[src/rtl/vscale_dmem_rr_arbiter.sv]
// Shares one HASTI data-memory master port among NUM_CORES core-side ports.
// The arbiter grants in round-robin order or to an externally selected core, and buffers responses that a stalled core cannot take yet.
`ifndef NUM_CORES
`define NUM_CORES 2
`endif
`ifndef CORE_IDX_WIDTH
`define CORE_IDX_WIDTH 1
`endif

module vscale_dmem_rr_arbiter #(
  parameter int NUM_CORES      = `NUM_CORES,
  parameter int CORE_IDX_WIDTH = `CORE_IDX_WIDTH,
  parameter int SCHED_MODE     = 0
) (
  input  logic                      clk,
  input  logic                      reset,
  input  logic [NUM_CORES*32-1:0]   core_haddr,
  input  logic [NUM_CORES-1:0]      core_hwrite,
  input  logic [NUM_CORES*3-1:0]    core_hsize,
  input  logic [NUM_CORES*3-1:0]    core_hburst,
  input  logic [NUM_CORES-1:0]      core_hmastlock,
  input  logic [NUM_CORES*4-1:0]    core_hprot,
  input  logic [NUM_CORES*2-1:0]    core_htrans,
  input  logic [NUM_CORES*32-1:0]   core_hwdata,
  output logic [NUM_CORES*32-1:0]   core_hrdata,
  output logic [NUM_CORES-1:0]      core_hready,
  output logic [NUM_CORES-1:0]      core_hresp,
  output logic [31:0]               dmem_haddr,
  output logic                      dmem_hwrite,
  output logic [2:0]                dmem_hsize,
  output logic [2:0]                dmem_hburst,
  output logic                      dmem_hmastlock,
  output logic [3:0]                dmem_hprot,
  output logic [1:0]                dmem_htrans,
  output logic [31:0]               dmem_hwdata,
  input  logic [31:0]               dmem_hrdata,
  input  logic                      dmem_hready,
  input  logic                      dmem_hresp,
  input  logic [CORE_IDX_WIDTH-1:0] next_core
);

  localparam logic [1:0] HTRANS_IDLE = 2'b00;

  logic [CORE_IDX_WIDTH-1:0] rr_ptr;
  logic [CORE_IDX_WIDTH-1:0] dp_owner;
  logic                      dp_valid;
  logic [CORE_IDX_WIDTH-1:0] winner;
  logic                      found;
  logic                      grant;
  logic [NUM_CORES-1:0]      req;
  logic [NUM_CORES-1:0]      addr_ok;
  logic [NUM_CORES-1:0]      data_ok;
  logic [NUM_CORES-1:0]      held;
  logic [NUM_CORES-1:0]      hold_resp;
  logic [31:0]               hold_rdata [NUM_CORES];

  // NONSEQ (2'b10) and SEQ (2'b11) both have the upper htrans bit set.
  always_comb begin
    req = '0;
    for (int i = 0; i < NUM_CORES; i++) req[i] = core_htrans[2*i+1];
  end

  // NOTE: every always_comb output gets a default first so no path leaves it unassigned (no latch).
  always_comb begin
    winner = '0;
    found  = 1'b0;
    if (SCHED_MODE == 1) begin
      if (int'(next_core) < NUM_CORES && req[next_core]) begin
        winner = next_core;
        found  = 1'b1;
      end
    end else begin
      for (int k = 0; k < NUM_CORES; k++) begin
        if (!found && req[(int'(rr_ptr) + k) % NUM_CORES]) begin
          winner = CORE_IDX_WIDTH'((int'(rr_ptr) + k) % NUM_CORES);
          found  = 1'b1;
        end
      end
    end
    grant = found && dmem_hready && !reset;
  end

  always_comb begin
    dmem_haddr     = '0;
    dmem_hwrite    = 1'b0;
    dmem_hsize     = '0;
    dmem_hburst    = '0;
    dmem_hmastlock = 1'b0;
    dmem_hprot     = '0;
    dmem_htrans    = HTRANS_IDLE;
    if (grant) begin
      dmem_haddr     = core_haddr[int'(winner)*32 +: 32];
      dmem_hwrite    = core_hwrite[winner];
      dmem_hsize     = core_hsize[int'(winner)*3 +: 3];
      dmem_hburst    = core_hburst[int'(winner)*3 +: 3];
      dmem_hmastlock = core_hmastlock[winner];
      dmem_hprot     = core_hprot[int'(winner)*4 +: 4];
      dmem_htrans    = core_htrans[int'(winner)*2 +: 2];
    end
    dmem_hwdata = (dp_valid && !reset) ? core_hwdata[int'(dp_owner)*32 +: 32] : '0;
  end

  // A core stalls if its own data phase is waiting on memory or its address phase lost arbitration.
  always_comb begin
    core_hready = '0;
    core_hresp  = '0;
    core_hrdata = '0;
    addr_ok     = '0;
    data_ok     = '0;
    for (int i = 0; i < NUM_CORES; i++) begin
      data_ok[i] = held[i] || !(dp_valid && int'(dp_owner) == i) || dmem_hready;
      addr_ok[i] = !req[i] || (grant && int'(winner) == i);
      core_hready[i] = reset || (data_ok[i] && addr_ok[i]);
      core_hresp[i]  = !reset && (held[i] ? hold_resp[i] : dmem_hresp);
      core_hrdata[32*i +: 32] = held[i] ? hold_rdata[i] : dmem_hrdata;
    end
  end

  // NOTE: sequential state uses non-blocking assignments so every register samples pre-edge values.
  always_ff @(posedge clk) begin
    if (reset) begin
      rr_ptr   <= '0;
      dp_owner <= '0;
      dp_valid <= 1'b0;
      held     <= '0;
      hold_resp <= '0;
      // NOTE: the hold buffers are few and small, so they are cleared on reset like ordinary registers.
      for (int i = 0; i < NUM_CORES; i++) hold_rdata[i] <= '0;
    end else begin
      if (grant) begin
        rr_ptr   <= CORE_IDX_WIDTH'((int'(winner) + 1) % NUM_CORES);
        dp_owner <= winner;
        dp_valid <= 1'b1;
      end else if (dmem_hready) begin
        dp_valid <= 1'b0;
      end
      // Response arrives while the owner is stalled on its next address phase: park it.
      for (int i = 0; i < NUM_CORES; i++) begin
        if (dp_valid && int'(dp_owner) == i && dmem_hready && !addr_ok[i]) begin
          hold_rdata[i] <= dmem_hrdata;
          hold_resp[i]  <= dmem_hresp;
          held[i]       <= 1'b1;
        end else if (core_hready[i]) begin
          held[i] <= 1'b0;
        end
      end
    end
  end

endmodule

[config.mk]
export PLATFORM = sky130hd
export DESIGN_NAME = vscale_dmem_rr_arbiter
export DESIGN_NICKNAME = d
export VERILOG_FILES = /design/src/rtl/vscale_dmem_rr_arbiter.sv
export SDC_FILE = /design/constraint.sdc
export NUM_CORES = 1
export LEC_CHECK = 0
export BUFFER_PORTS_ARGS = -buffer_cell sky130_fd_sc_hd__buf_2
export CELL_PAD_IN_SITES_DETAIL_PLACEMENT = 1
export CELL_PAD_IN_SITES_GLOBAL_PLACEMENT = 1
export CORE_AREA = 2 2 132 134
export CTS_CLUSTER_SIZE = 40
export DETAILED_ROUTE_END_ITERATION = 10
export DIE_AREA = 0 0 134 136
export PLACE_DENSITY = 0.73
export SYNTH_ARGS = -nofsm -noshare
export SYNTH_HDL_FRONTEND = slang
export SYNTH_SLANG_ARGS = --single-unit
[constraint.sdc]
create_clock -name clk -period 3.3 [get_ports clk]
set_clock_uncertainty 0.1 [all_clocks]
set_input_delay 0.66 -clock clk [delete_from_list [all_inputs] [get_ports clk]]
set_output_delay 0.66 -clock clk [all_outputs]
set_load 0.01 [all_outputs]
==> key figures, run 1 <==
Clock tree
  – Hold buffer count at CTS: 0
  – Clock network latency to the later pin of the worst-skew pair: 0.34 ns
  – TritonCTS clock tree: yes
  – Setup Fix Bufs, Post-CTS: 0
  – Clock sink count: 71
  – Cell chosen for the clock root: clkbuf_16
  – Clock buffer count from CTS: 9
  – Total of cells resized after clock tree synthesis: 0
  – Clk slew on worst S/H paths: 0.06 ns
  – Worst-case clock buffer depth: 2
  – # H-tree levels: 3

Yosys
  – Mean area per synthesized cell: 12.3 sq um
  – Number of enable flip-flop cells after synthesis: 64
  – Syn Std Cell Area: 0.00429 sq mm
  – Synthesized instance count: 349
  – Share of flip-flops with an asynchronous set or reset: 0
  – Synth unique cells: 34
  – Count of synthesis-stage warnings from yosys: 0
  – Sequential share of the synthesized area: 0.481
  – Syn_nets: 542
  – Post-synth top flop: edfxtp_1
  – Flop and latch count out of synthesis: 71

Pwr
  – Total design power: 2590 uW
  – Cell internal pwr: 1970 uW
  – Sw frac: 0.239
  – Fraction of power consumed by the clock network: 0.434
  – Switching Power: 620 uW
  – Static Leak: 0.00311 uW
  – Logic pwr share: 0.167
  – Power density normalized to cell area: 399 mW/mm^2
  – Peak supply drop: 0.243 mV
  – Relative contribution of sequential cells to total power: 0.399

STA
  – Highest attainable clock frequency: 342 MHz
  – Final sum of negative setup slack: 0 ns
  – Tightest slew margin relative to the limit: 0.359
  – Minimum period implied by the final worst setup slack: 2.92 ns
  – Fraction of the cycle the final worst path needs: 0.886
  – Slew @ Worst Pin: 0.961 ns
  – Worst Slack Setup Final: 0.377 ns
  – Final setup fails: 0
  – Number of failing hold endpoints at the final stage: 0
  – Unrepaired setup endpoints after global routing: no
  – Number of max-slew violations in the final report: 0

Place
  – Pre-CTS setup slack: 0.419 ns
  – Buffers on Ports: 337
  – HPWL reported at the end of detailed placement: 12,600 um
  – Global placement routability congestion: 0.871
  – Cell count after placement: 889
  – Total cell area at the placement stage: 0.00616 sq mm

Hold path
  – Hold crit path type: reg2reg

Floorplanning
  – # rows: 48
  – Number of I/O pins: 339
  – Initial Util: 0.254
  – Area enclosed by the die boundary: 0.0182 sq mm
  – Horizontal die dimension: 134 um
  – Core Footprint: 0.0169 sq mm
  – Die Height: 136 um

Global routing
  – Global-route wire length before repair: 23,700 um
  – Grt met1 use: 0.199
  – Global-route layer with the greatest usage: met2
  – Maximum number of pins on one net before global-route repair: 47
  – Gr ovfl total: 0
  – All-layer global routing usage: 0.168
  – Antenna violations before repair: 0
  – Global routing usage on met3: 0.0336
  – Via count of the first global-routing pass: 4,343
  – Met2 Track Usage GR: 0.297

Routing
  – Vias/cell: 4.63
  – DRC marker count from the first detailed-route iteration: 192
  – Pre-antenna DRT Iters: 4
  – Routed Wire Length: 16,100 um
  – Remaining DRCs: 0
  – Routed length per placed instance: 17.8 um
  – Number of antenna-violating nets in the routed design: 0
  – Vias after detailed routing: 4,188

Final layout
  – Fill cell total of the finished layout: 1,989
  – Final layout net count: 868
  – Signed area change from the synthesized netlist to the final layout: 51.7%
  – Non-filler instance count after layout: 905
  – ANT cells: 0
  – Finished Cell Area: 0.00650 sq mm
  – Area occupied by multi-input gates: 0.00207 sq mm
  – Share of final-layout standard cells stronger than drive strength 1: 0.538
  – Sequential Area: 0.00207 sq mm

Worst setup path
  – Critical path data required time: 2.54 ns
  – Cell type of the slowest stage on the worst timing path: buf_4
  – CP Cell Sequence: buf_2 > and2b_1 > and3_1 > buf_4 > a22o_1 > buf_2
  – Most repeated library cell on the critical path: buf_2
  – Top cell family by delay on the critical path: buffers and inverters
  – Crit-path max cell delay: 0.41 ns
  – CP Class: in2out
  – Highest net fanout along the worst path: 46
  – Critical path launch point type: input port
  – Critical Path AT: 2.16 ns
  – Count of buffering cells on the critical path with inverters included: 3
  – Setup crit end kind: primary output

Status
  – Outcome: finished clean

Flow run
  – Total of max-cap violations: 0
## tightest hold or removal path: cells and delay by family, from the launching register on
kind             cells  cell delay [ns]
multiplexers         1             0.07
flip-flops           1             0.31
AND/OR/NAND/NOR      1             0.07
## cells in the final DEF, fill, tap and decap left out, types with 2 or more instances in the layout
| master | n |
|---|---|
| a21o_1 | 2 |
| a21oi_1 | 2 |
| a22o_1 | 45 |
| and2_1 | 33 |
| buf_2 | 337 |
| buf_4 | 7 |
| bufinv_16 | 3 |
| clkbuf_16 | 9 |
| dfxtp_1 | 4 |
| dfxtp_2 | 3 |
| edfxtp_1 | 64 |
| inv_6 | 2 |
| mux2_1 | 64 |
| mux2i_1 | 36 |
| nand2b_1 | 7 |
| nor2_1 | 37 |
| nor3_1 | 2 |
| o21ai_1 | 2 |
## final timing paths
path | slack [ns] | end | start | depth (start not counted)
setup / recovery | 0.38 | dmem_hsize[2] | reset | 6
hold / removal | 0.40 | hold_resp[1] | hold_resp[1] | 2
setup reg to reg | 0.99 | hold_rdata[0][7] | dp_owner | 3
hold reg to reg | 0.40 | hold_resp[1] | hold_resp[1] | 2
## per-stage QoR
stage | hold slack, ns | util
2_1_floorplan | 0.348 | -
3_3_place_gp | 0.362 | 0.365
3_5_place_dp | 0.395 | 0.365
4_1_cts | 0.405 | 0.385
5_1_grt | 0.418 | 0.385
6_report | 0.400 | 0.385
## flip-flops by register name, indices dropped and copies added (netlist names)
signal,cells
dp_owner,1
dp_valid,1
held,2
hold_rdata,64
hold_resp,2
rr_ptr,1
## cells by family after synthesis
family,synth area share
AND/OR/NAND/NOR,0.118
buffers and inverters,0.0382
flip-flops,0.481
XOR/XNOR,0.00204
multiplexers,0.252
AO/OA/AOI/OAI,0.109
## layer usage
layer	vias to the layer above	routed length, um
met2	184	8400
li1	1965	-
met1	2017	6330
met3	22	1030
met5	-	0
met4	0	365
## synth_stat cells, types with 2 or more instances
library cell,number,area (sq um)
o21ai_1,2,10.0
clkbuf_1,7,26.3
edfxtp_1,64,1920
mux2_1,64,721
a22o_1,45,394
nor2_1,37,139
nand2b_1,8,50.1
buf_2,17,85.1
a21oi_1,2,10.0
and2_1,33,206
a21o_1,2,15.0
nor3_1,2,10.0
dfxtp_1,7,140
buf_6,4,45.0
mux2i_1,36,360
## power by group through the flow
stage	Sequential, uW	Clock (uW)	Combinational (uW)
after CTS	1030	1160	440
after floorplan	1040	0	204
after global placement	1050	0	425
after detailed placement	1050	0	437
after global routing	1040	1190	472
final	1030	1120	434
## layout make-up
cell class / instances / share of cell area
Sequential cell: 71 / 0.318
Timing Repair Buffer: 344 / 0.268
Clock buffer: 10 / 0.0352
Tap cell: 225 / 0.0433
Clock inverter: 6 / 0.0179
Multi-Input combinational cell: 249 / 0.318
Power figures use the tool's default switching activity.
==> run 2, diff against run 1 <==
- ABC_AREA: not set -> 1
- CORE_AREA: 2 2 132 134 -> 2 2 133 135
- DIE_AREA: 0 0 134 136 -> 0 0 135 137
- PLACE_DENSITY: 0.73 -> 0.8
==> run 2 against run 1 <==
- setup slack better by 0.15 ns
- total power down 5.3%
- design area rose by 2.9%
- sequential power about the same
- hold slack worse by 0.028 ns
- sequential cell count stayed put
- fmax grew 5.4%
- wire length increased by 16%
- count of clock-buffer cells in the layout down 1
- critical path type unchanged
- largest cell class unchanged
- largest power group is now registers
==> key figures, run 2 <==
Yosys
  – Fraction of the mapped netlist area in simple logic gates: 0.233 (was 0.118)
  – Syn_nets: 792 (was 542)
  – Top cells by area, synth: edfxtp_1, nand2_1, a21oi_1 (was edfxtp_1, mux2_1, a22o_1)
  – Synthesized-area fraction occupied by xor and xnor cells: 0 (was 0.00204)
  – Cell taking the most area after synthesis: edfxtp_1 (unchanged)
  – Share of flip-flops with an asynchronous set or reset: 0 (unchanged)
  – Sequential share of the synthesized area: 0.452 (was 0.481)
  – Fraction of the mapped netlist area in adder cells: 0 (unchanged)
  – Syn Std Cell Area: 0.00456 sq mm (was 0.00429 sq mm)
  – Post-synth top flop: edfxtp_1 (unchanged)
  – Synth unique cells: 25 (was 34)
  – Post-synthesis mux area share: 0 (was 0.252)
  – Commonest cells in the synthesized netlist: nand2_1, a21oi_1, o21ai_0 (was edfxtp_1, mux2_1, a22o_1)
  – Number of enable flip-flop cells after synthesis: 64 (unchanged)
  – Proportion of netlist area held by the largest area contributor: 0.421 (was 0.448)
  – Synthesized instance count: 599 (was 349)
  – Flop and latch count out of synthesis: 71 (unchanged)
  – Compound-cell area share of the yosys netlist: 0.221 (was 0.109)
  – Main combinational cell family by area after synthesis: simple AND/OR/NAND/NOR gates (was multiplexers)
  – Most instantiated library cell after synthesis: nand2_1
  – Count of synthesis-stage warnings from yosys: 0 (unchanged)
  – Mean area per synthesized cell: 7.62 sq um (was 12.3 sq um)

Final layout
  – Final layout net count: 1,106 (was 868)
  – Signed area change from the synthesized netlist to the final layout: 46.5% (was 51.7%)
  – Number of flip-flops under the largest register name: 64 (unchanged)
  – ANT cells: 0 (unchanged)
  – Top reg by flops: hold_rdata (unchanged)
  – Most common cell after layout, fill and taps aside: buf_2 (unchanged)
  – Fill cell total of the finished layout: 2,234 (was 1,989)
  – Commonest cells after routing, fill and taps aside: buf_2, nand2_1, a21oi_1, o21ai_0, edfxtp_1 (was buf_2, mux2_1, edfxtp_1, a22o_1, nor2_1)
  – Biggest registers after layout: hold_rdata (64), held (2), hold_resp (2) (unchanged)
  – Share of final-layout standard cells stronger than drive strength 1: 0.436 (was 0.538)

Clock tree
  – Clock buffer count from CTS: 9 (unchanged)
  – # H-tree levels: 3 (unchanged)
  – Cell chosen for the clock root: clkbuf_16 (unchanged)
  – Clk slew on worst S/H paths: 0.05 ns (was 0.06 ns)
  – Hold buffer count at CTS: 0 (unchanged)
  – Clock network latency to the later pin of the worst-skew pair: 0.32 ns (was 0.34 ns)
  – TritonCTS clock tree: yes (unchanged)
  – Clock sink count: 71 (unchanged)
  – Total of cells resized after clock tree synthesis: 0 (unchanged)
  – Setup Fix Bufs, Post-CTS: 0 (unchanged)
  – Worst-case clock buffer depth: 2 (unchanged)

STA
  – Fraction of the cycle the final worst path needs: 0.840 (was 0.886)
  – Number of failing hold endpoints at the final stage: 0 (unchanged)
  – Slew @ Worst Pin: 0.690 ns (was 0.961 ns)
  – Number of max-slew violations in the final report: 0 (unchanged)
  – Final sum of negative setup slack: 0 ns (unchanged)
  – Minimum period implied by the final worst setup slack: 2.77 ns (was 2.92 ns)
  – Tightest slew margin relative to the limit: 0.539 (was 0.359)
  – Worst hold slack across all endpoints: 0.371 ns (was 0.400 ns)
  – Highest attainable clock frequency: 361 MHz (was 342 MHz)
  – Unrepaired setup endpoints after global routing: no (unchanged)
  – Final setup fails: 0 (unchanged)

Routing
  – Number of antenna-violating nets in the routed design: 0 (unchanged)
  – Vias after detailed routing: 5,404 (was 4,188)
  – Routed Wire Length: 18,700 um (was 16,100 um)
  – DRC marker count from the first detailed-route iteration: 204 (was 192)
  – Routed length per placed instance: 16.4 um (was 17.8 um)
  – Remaining DRCs: 0 (unchanged)
  – Vias/cell: 4.74 (was 4.63)
  – Pre-antenna DRT Iters: 4 (unchanged)

Floorplanning
  – Die Height: 137 um (was 136 um)
  – Area enclosed by the die boundary: 0.0185 sq mm (was 0.0182 sq mm)
  – Initial Util: 0.268 (was 0.254)
  – Horizontal die dimension: 135 um (was 134 um)
  – Number of I/O pins: 339 (unchanged)
  – # rows: 48 (unchanged)
  – Core Footprint: 0.0171 sq mm (was 0.0169 sq mm)

Worst setup path
  – Critical Path AT: 2.01 ns (was 2.16 ns)
  – Setup crit end kind: primary output (unchanged)
  – CP Launch Point: core_htrans[3] (was reset)
  – Reg-to-Reg Start: dp_owner (unchanged)
  – Highest net fanout along the worst path: 36 (was 46)
  – Critical path data required time: 2.54 ns (about the same)
  – Reg2Reg Capture Point: hold_rdata[0][48] (was hold_rdata[0][7])
  – CP Class: in2out (unchanged)
  – Worst setup path endpoint: dmem_haddr[18] (was dmem_hsize[2])
  – Critical path launch point type: input port (unchanged)
  – Register-to-Register Path Depth: 5 (was 3)
  – Internal reg-to-reg setup slack: 1.17 ns (was 0.99 ns)

Global routing
  – All-layer global routing usage: 0.196 (was 0.168)
  – Antenna violations before repair: 1 (was 0)
  – Maximum number of pins on one net before global-route repair: 46 (was 47)
  – Via count of the first global-routing pass: 5,496 (was 4,343)
  – Global-route wire length before repair: 28,500 um (was 23,700 um)
  – Gr ovfl total: 0 (unchanged)

Pwr
  – Peak supply drop: 0.216 mV (was 0.243 mV)
  – Power density normalized to cell area: 367 mW/mm^2 (was 399 mW/mm^2)
  – Total design power: 2450 uW (was 2590 uW)
  – Static Leak: 0.00327 uW (was 0.00311 uW)

Place
  – HPWL reported at the end of detailed placement: 14,400 um (was 12,600 um)
  – Buffers on Ports: 337 (unchanged)
  – Global placement routability congestion: 0.809 (was 0.871)

Status
  – Outcome: finished clean (unchanged)

Flow run
  – Total of max-cap violations: 0 (unchanged)

Hold path
  – Hold crit path type: reg2reg (unchanged)
[run 2: cell type report]
class                   count  area [sq um]  share of cell area
clock buffers               9           225              0.0337
inverters                  40           155              0.0232
clock inverters             5          51.3             0.00767
repair buffers            354          1840               0.275
well taps                 225           282              0.0421
flip-flops and latches     71          2060               0.309
multi-input cells         437          2070               0.310
[run 2: where the power goes]
group	leakage (uW)	total, uW	switching (uW)	internal [uW]
Sequential	0.000719	1040	15.6	1020
Combinational	0.00241	511	303	209
Clock	0.000135	907	337	570
Total	0.00327	2450	655	1800
[run 2: logic make-up (layout without fill, tap and decap cells)]
family | after synthesis | after routing
AO/OA/AOI/OAI | 184 | 184
buffers and inverters | 91 | 408
flip-flops | 71 | 71
AND/OR/NAND/NOR | 253 | 253
[run 2: worst min-delay path by stage]
stage / start / end / slack [ns] / cells after the start
global route: rr_ptr / rr_ptr / 0.41 / 2
global placement: hold_resp[0] / hold_resp[0] / 0.35 / 2
floorplan: rr_ptr / rr_ptr / 0.33 / 2
detailed placement: hold_resp[0] / hold_resp[0] / 0.37 / 2
finish: rr_ptr / rr_ptr / 0.37 / 2
CTS: hold_resp[0] / hold_resp[0] / 0.38 / 2
[run 2: through the flow]
step | setup slack (ns) | cell area (sq um) | utilization | instances
3_5_place_dp | 0.542 | 6410 | 0.376 | 1127
5_1_grt | 0.397 | 6690 | 0.392 | 1141
6_report | 0.527 | 6690 | 0.392 | 1141
4_1_cts | 0.538 | 6690 | 0.392 | 1141
2_1_floorplan | 0.857 | 4560 | - | 599
3_3_place_gp | 0.570 | 6410 | 0.376 | 1127
[run 2: routing by layer]
layer  share of wire  GRT usage  vias up  wire length, um
li1                -          -     2652                -
met1            0.40      0.226     2526             7420
met2            0.51      0.359      200             9570
met3           0.070     0.0470       24             1320
met4           0.021     0.0579        2              387
met5         0.00059          0        -               11
[run 2: worst max-delay path, stage by stage]
cell and delay, ns:
buf_2 0.12, buf_4 0.21, buf_4 0.39, nand3_1 0.14, a21oi_1 0.28, buf_2 0.19
==> run 3, diff against run 2 <==
- CORE_AREA: 2 2 133 135 -> not set
- CORE_ASPECT_RATIO: not set -> 0.9
- CORE_MARGIN: not set -> 1
- CORE_UTILIZATION: not set -> 27
- DIE_AREA: 0 0 135 137 -> not set
- clock period: 3.3 -> 2.8 ns (I/O delays scaled with it)
==> run 3 against run 2 <==
- the run now ends with DRC left
- count of clock-buffer cells in the layout is the same
- clock power grew 49%
- sequential power up 17%
- setup slack worse by 0.17 ns
- combinational power grew 20%
- die area is 5.8% lower
- via count down 0.91%
- global-route usage increased by 1.2 points
- utilization rose by 2.2 points
- critical path type unchanged
- largest cell class unchanged
==> key figures, run 3 (synthesized netlist as in run 2, its figures left out) <==
Worst setup path
  – Top cell family by delay on the critical path: buffers and inverters (unchanged)
  – Critical Path AT: 1.78 ns (was 2.01 ns)
  – Setup crit end kind: primary output (unchanged)
  – Highest net fanout along the worst path: 45 (was 36)
  – Count of buffering cells on the critical path with inverters included: 3 (was 4)
  – Crit-path max cell delay: 0.25 ns (was 0.39 ns)
  – CP Cell Sequence: buf_2 > nand2_2 > nand2_1 > buf_12 > nand2_1 > a21oi_1 > buf_2 (was buf_2 > buf_4 > buf_4 > nand3_1 > a21oi_1 > buf_2)
  – CP Class: in2out (unchanged)
  – Cell type of the slowest stage on the worst timing path: buf_12 (was buf_4)
  – Critical path launch point type: input port (unchanged)
  – Critical path data required time: 2.14 ns (was 2.54 ns)

Final layout
  – Fill cell total of the finished layout: 2,160 (was 2,234)
  – Area occupied by multi-input gates: 0.00208 sq mm (was 0.00207 sq mm)
  – Sequential Area: 0.00206 sq mm (unchanged)
  – Share of final-layout standard cells stronger than drive strength 1: 0.437 (was 0.436)
  – Non-filler instance count after layout: 1,121 (was 1,141)
  – Commonest cells after routing, fill and taps aside: buf_2, nand2_1, a21oi_1, o21ai_0, edfxtp_1 (unchanged)
  – Number of flip-flops under the largest register name: 64 (unchanged)
  – Top reg by flops: hold_rdata (unchanged)
  – Biggest registers after layout: hold_rdata (64), held (2), hold_resp (2) (unchanged)
  – Signed area change from the synthesized netlist to the final layout: 48.4% (was 46.5%)
  – Final layout net count: 1,101 (was 1,106)
  – Most common cell after layout, fill and taps aside: buf_2 (unchanged)

Routing
  – Vias/cell: 4.78 (was 4.74)
  – Remaining DRCs: 9 (was 0)
  – Number of antenna-violating nets in the routed design: 0 (unchanged)
  – Routed Wire Length: 18,300 um (was 18,700 um)
  – Vias after detailed routing: 5,355 (was 5,404)
  – DRC marker count from the first detailed-route iteration: 282 (was 204)
  – Pre-antenna DRT Iters: 10 (was 4)
  – Routed length per placed instance: 16.3 um (was 16.4 um)

Place
  – Global placement routability congestion: 0.819 (was 0.809)
  – HPWL reported at the end of detailed placement: 13,900 um (was 14,400 um)
  – Buffers on Ports: 337 (unchanged)
  – Pre-CTS setup slack: 0.365 ns (was 0.542 ns)
  – Cell count after placement: 1,104 (was 1,127)

Clock tree
  – Clock sink count: 71 (unchanged)
  – Total of cells resized after clock tree synthesis: 0 (unchanged)
  – Clock network latency to the later pin of the worst-skew pair: 0.33 ns (was 0.32 ns)
  – # H-tree levels: 3 (unchanged)
  – Setup Fix Bufs, Post-CTS: 0 (unchanged)
  – Clock buffer count from CTS: 9 (unchanged)
  – TritonCTS clock tree: yes (unchanged)
  – Worst-case clock buffer depth: 2 (unchanged)
  – Hold buffer count at CTS: 0 (unchanged)
  – Clk slew on worst S/H paths: 0.06 ns (was 0.05 ns)
  – Cell chosen for the clock root: clkbuf_16 (unchanged)

Floorplanning
  – Horizontal die dimension: 139 um (was 135 um)
  – Initial Util: 0.279 (was 0.268)
  – Die Height: 125 um (was 137 um)
  – Area enclosed by the die boundary: 0.0174 sq mm (was 0.0185 sq mm)
  – Number of I/O pins: 339 (unchanged)
  – # rows: 44 (was 48)
  – Core Footprint: 0.0164 sq mm (was 0.0171 sq mm)

Pwr
  – Peak supply drop: 0.310 mV (was 0.216 mV)
  – Static Leak: 0.00330 uW (was 0.00327 uW)
  – Total design power: 3170 uW (was 2450 uW)
  – Power density normalized to cell area: 469 mW/mm^2 (was 367 mW/mm^2)

Global routing
  – Maximum number of pins on one net before global-route repair: 65 (was 46)
  – Via count of the first global-routing pass: 5,508 (was 5,496)
  – Antenna violations before repair: 1 (unchanged)
  – All-layer global routing usage: 0.208 (was 0.196)
  – Global-route wire length before repair: 28,500 um (unchanged)
  – Gr ovfl total: 0 (unchanged)

STA
  – Worst Slack Setup Final: 0.356 ns (was 0.527 ns)
  – Tightest slew margin relative to the limit: 0.527 (was 0.539)
  – Minimum period implied by the final worst setup slack: 2.44 ns
  – Final setup fails: 0 (unchanged)
  – Final sum of negative setup slack: 0 ns (unchanged)
  – Slew @ Worst Pin: 0.709 ns (was 0.690 ns)
  – Number of failing hold endpoints at the final stage: 0 (unchanged)
  – Fraction of the cycle the final worst path needs: 0.873
  – Highest attainable clock frequency: 409 MHz
  – Number of max-slew violations in the final report: 0 (unchanged)
  – Unrepaired setup endpoints after global routing: no (unchanged)

Flow run
  – Total of max-cap violations: 0 (unchanged)

Status
  – Outcome: finished, violations left (was finished clean)
  – Failing checks: DRC

Hold path
  – Hold crit path type: in2reg (was reg2reg)
run 3: area by class of cell:
cell class | instances | share of cell area
sequential | 71 | 0.305
multi-input combinational | 437 | 0.307
timing repair buffer | 349 | 0.275
clock buffer | 9 | 0.0333
inverter | 40 | 0.0229
clock inverter | 7 | 0.0185
antenna | 1 | 0.000370
tap | 207 | 0.0382
run 3: final timing paths:
check | start | endpoint | slack [ns] | cells after the start
worst min register to register | held[0] | held[0] | 0.37 | 2
worst max register to register | dp_owner | hold_rdata[0][41] | 0.66 | 5
worst min-delay path | reset | rr_ptr | 0.36 | 2
worst max-delay path | core_htrans[1] | dmem_haddr[13] | 0.36 | 7
run 3: stage by stage:
stage           util  instance area, sq um  hold WS [ns]
6_report       0.414                  6770         0.358
5_1_grt        0.414                  6770         0.355
4_1_cts        0.414                  6770         0.341
3_5_place_dp   0.393                  6420         0.362
3_3_place_gp   0.393                  6420         0.354
2_1_floorplan      -                  4560         0.333
run 3: report_power, final:
group	switching [uW]	internal [uW]	leakage [uW]
Clock	465	881	0.000171
Combinational	360	252	0.00241
Sequential	15.0	1200	0.000719
Total	840	2330	0.00330
run 3: worst register-to-register path, stage by stage (launching register included):
cell	delay, ns
dfxtp_1	0.35
clkinv_4	0.21
nand2_1	0.10
nor2_2	0.19
nand4_4	0.57
a21oi_1	0.44
run 3: per-layer routing:
metal | global-route usage | wire, um
met5 | 0 | 0
met1 | 0.238 | 7450
met3 | 0.0421 | 1030
met2 | 0.376 | 9260
met4 | 0.0902 | 567
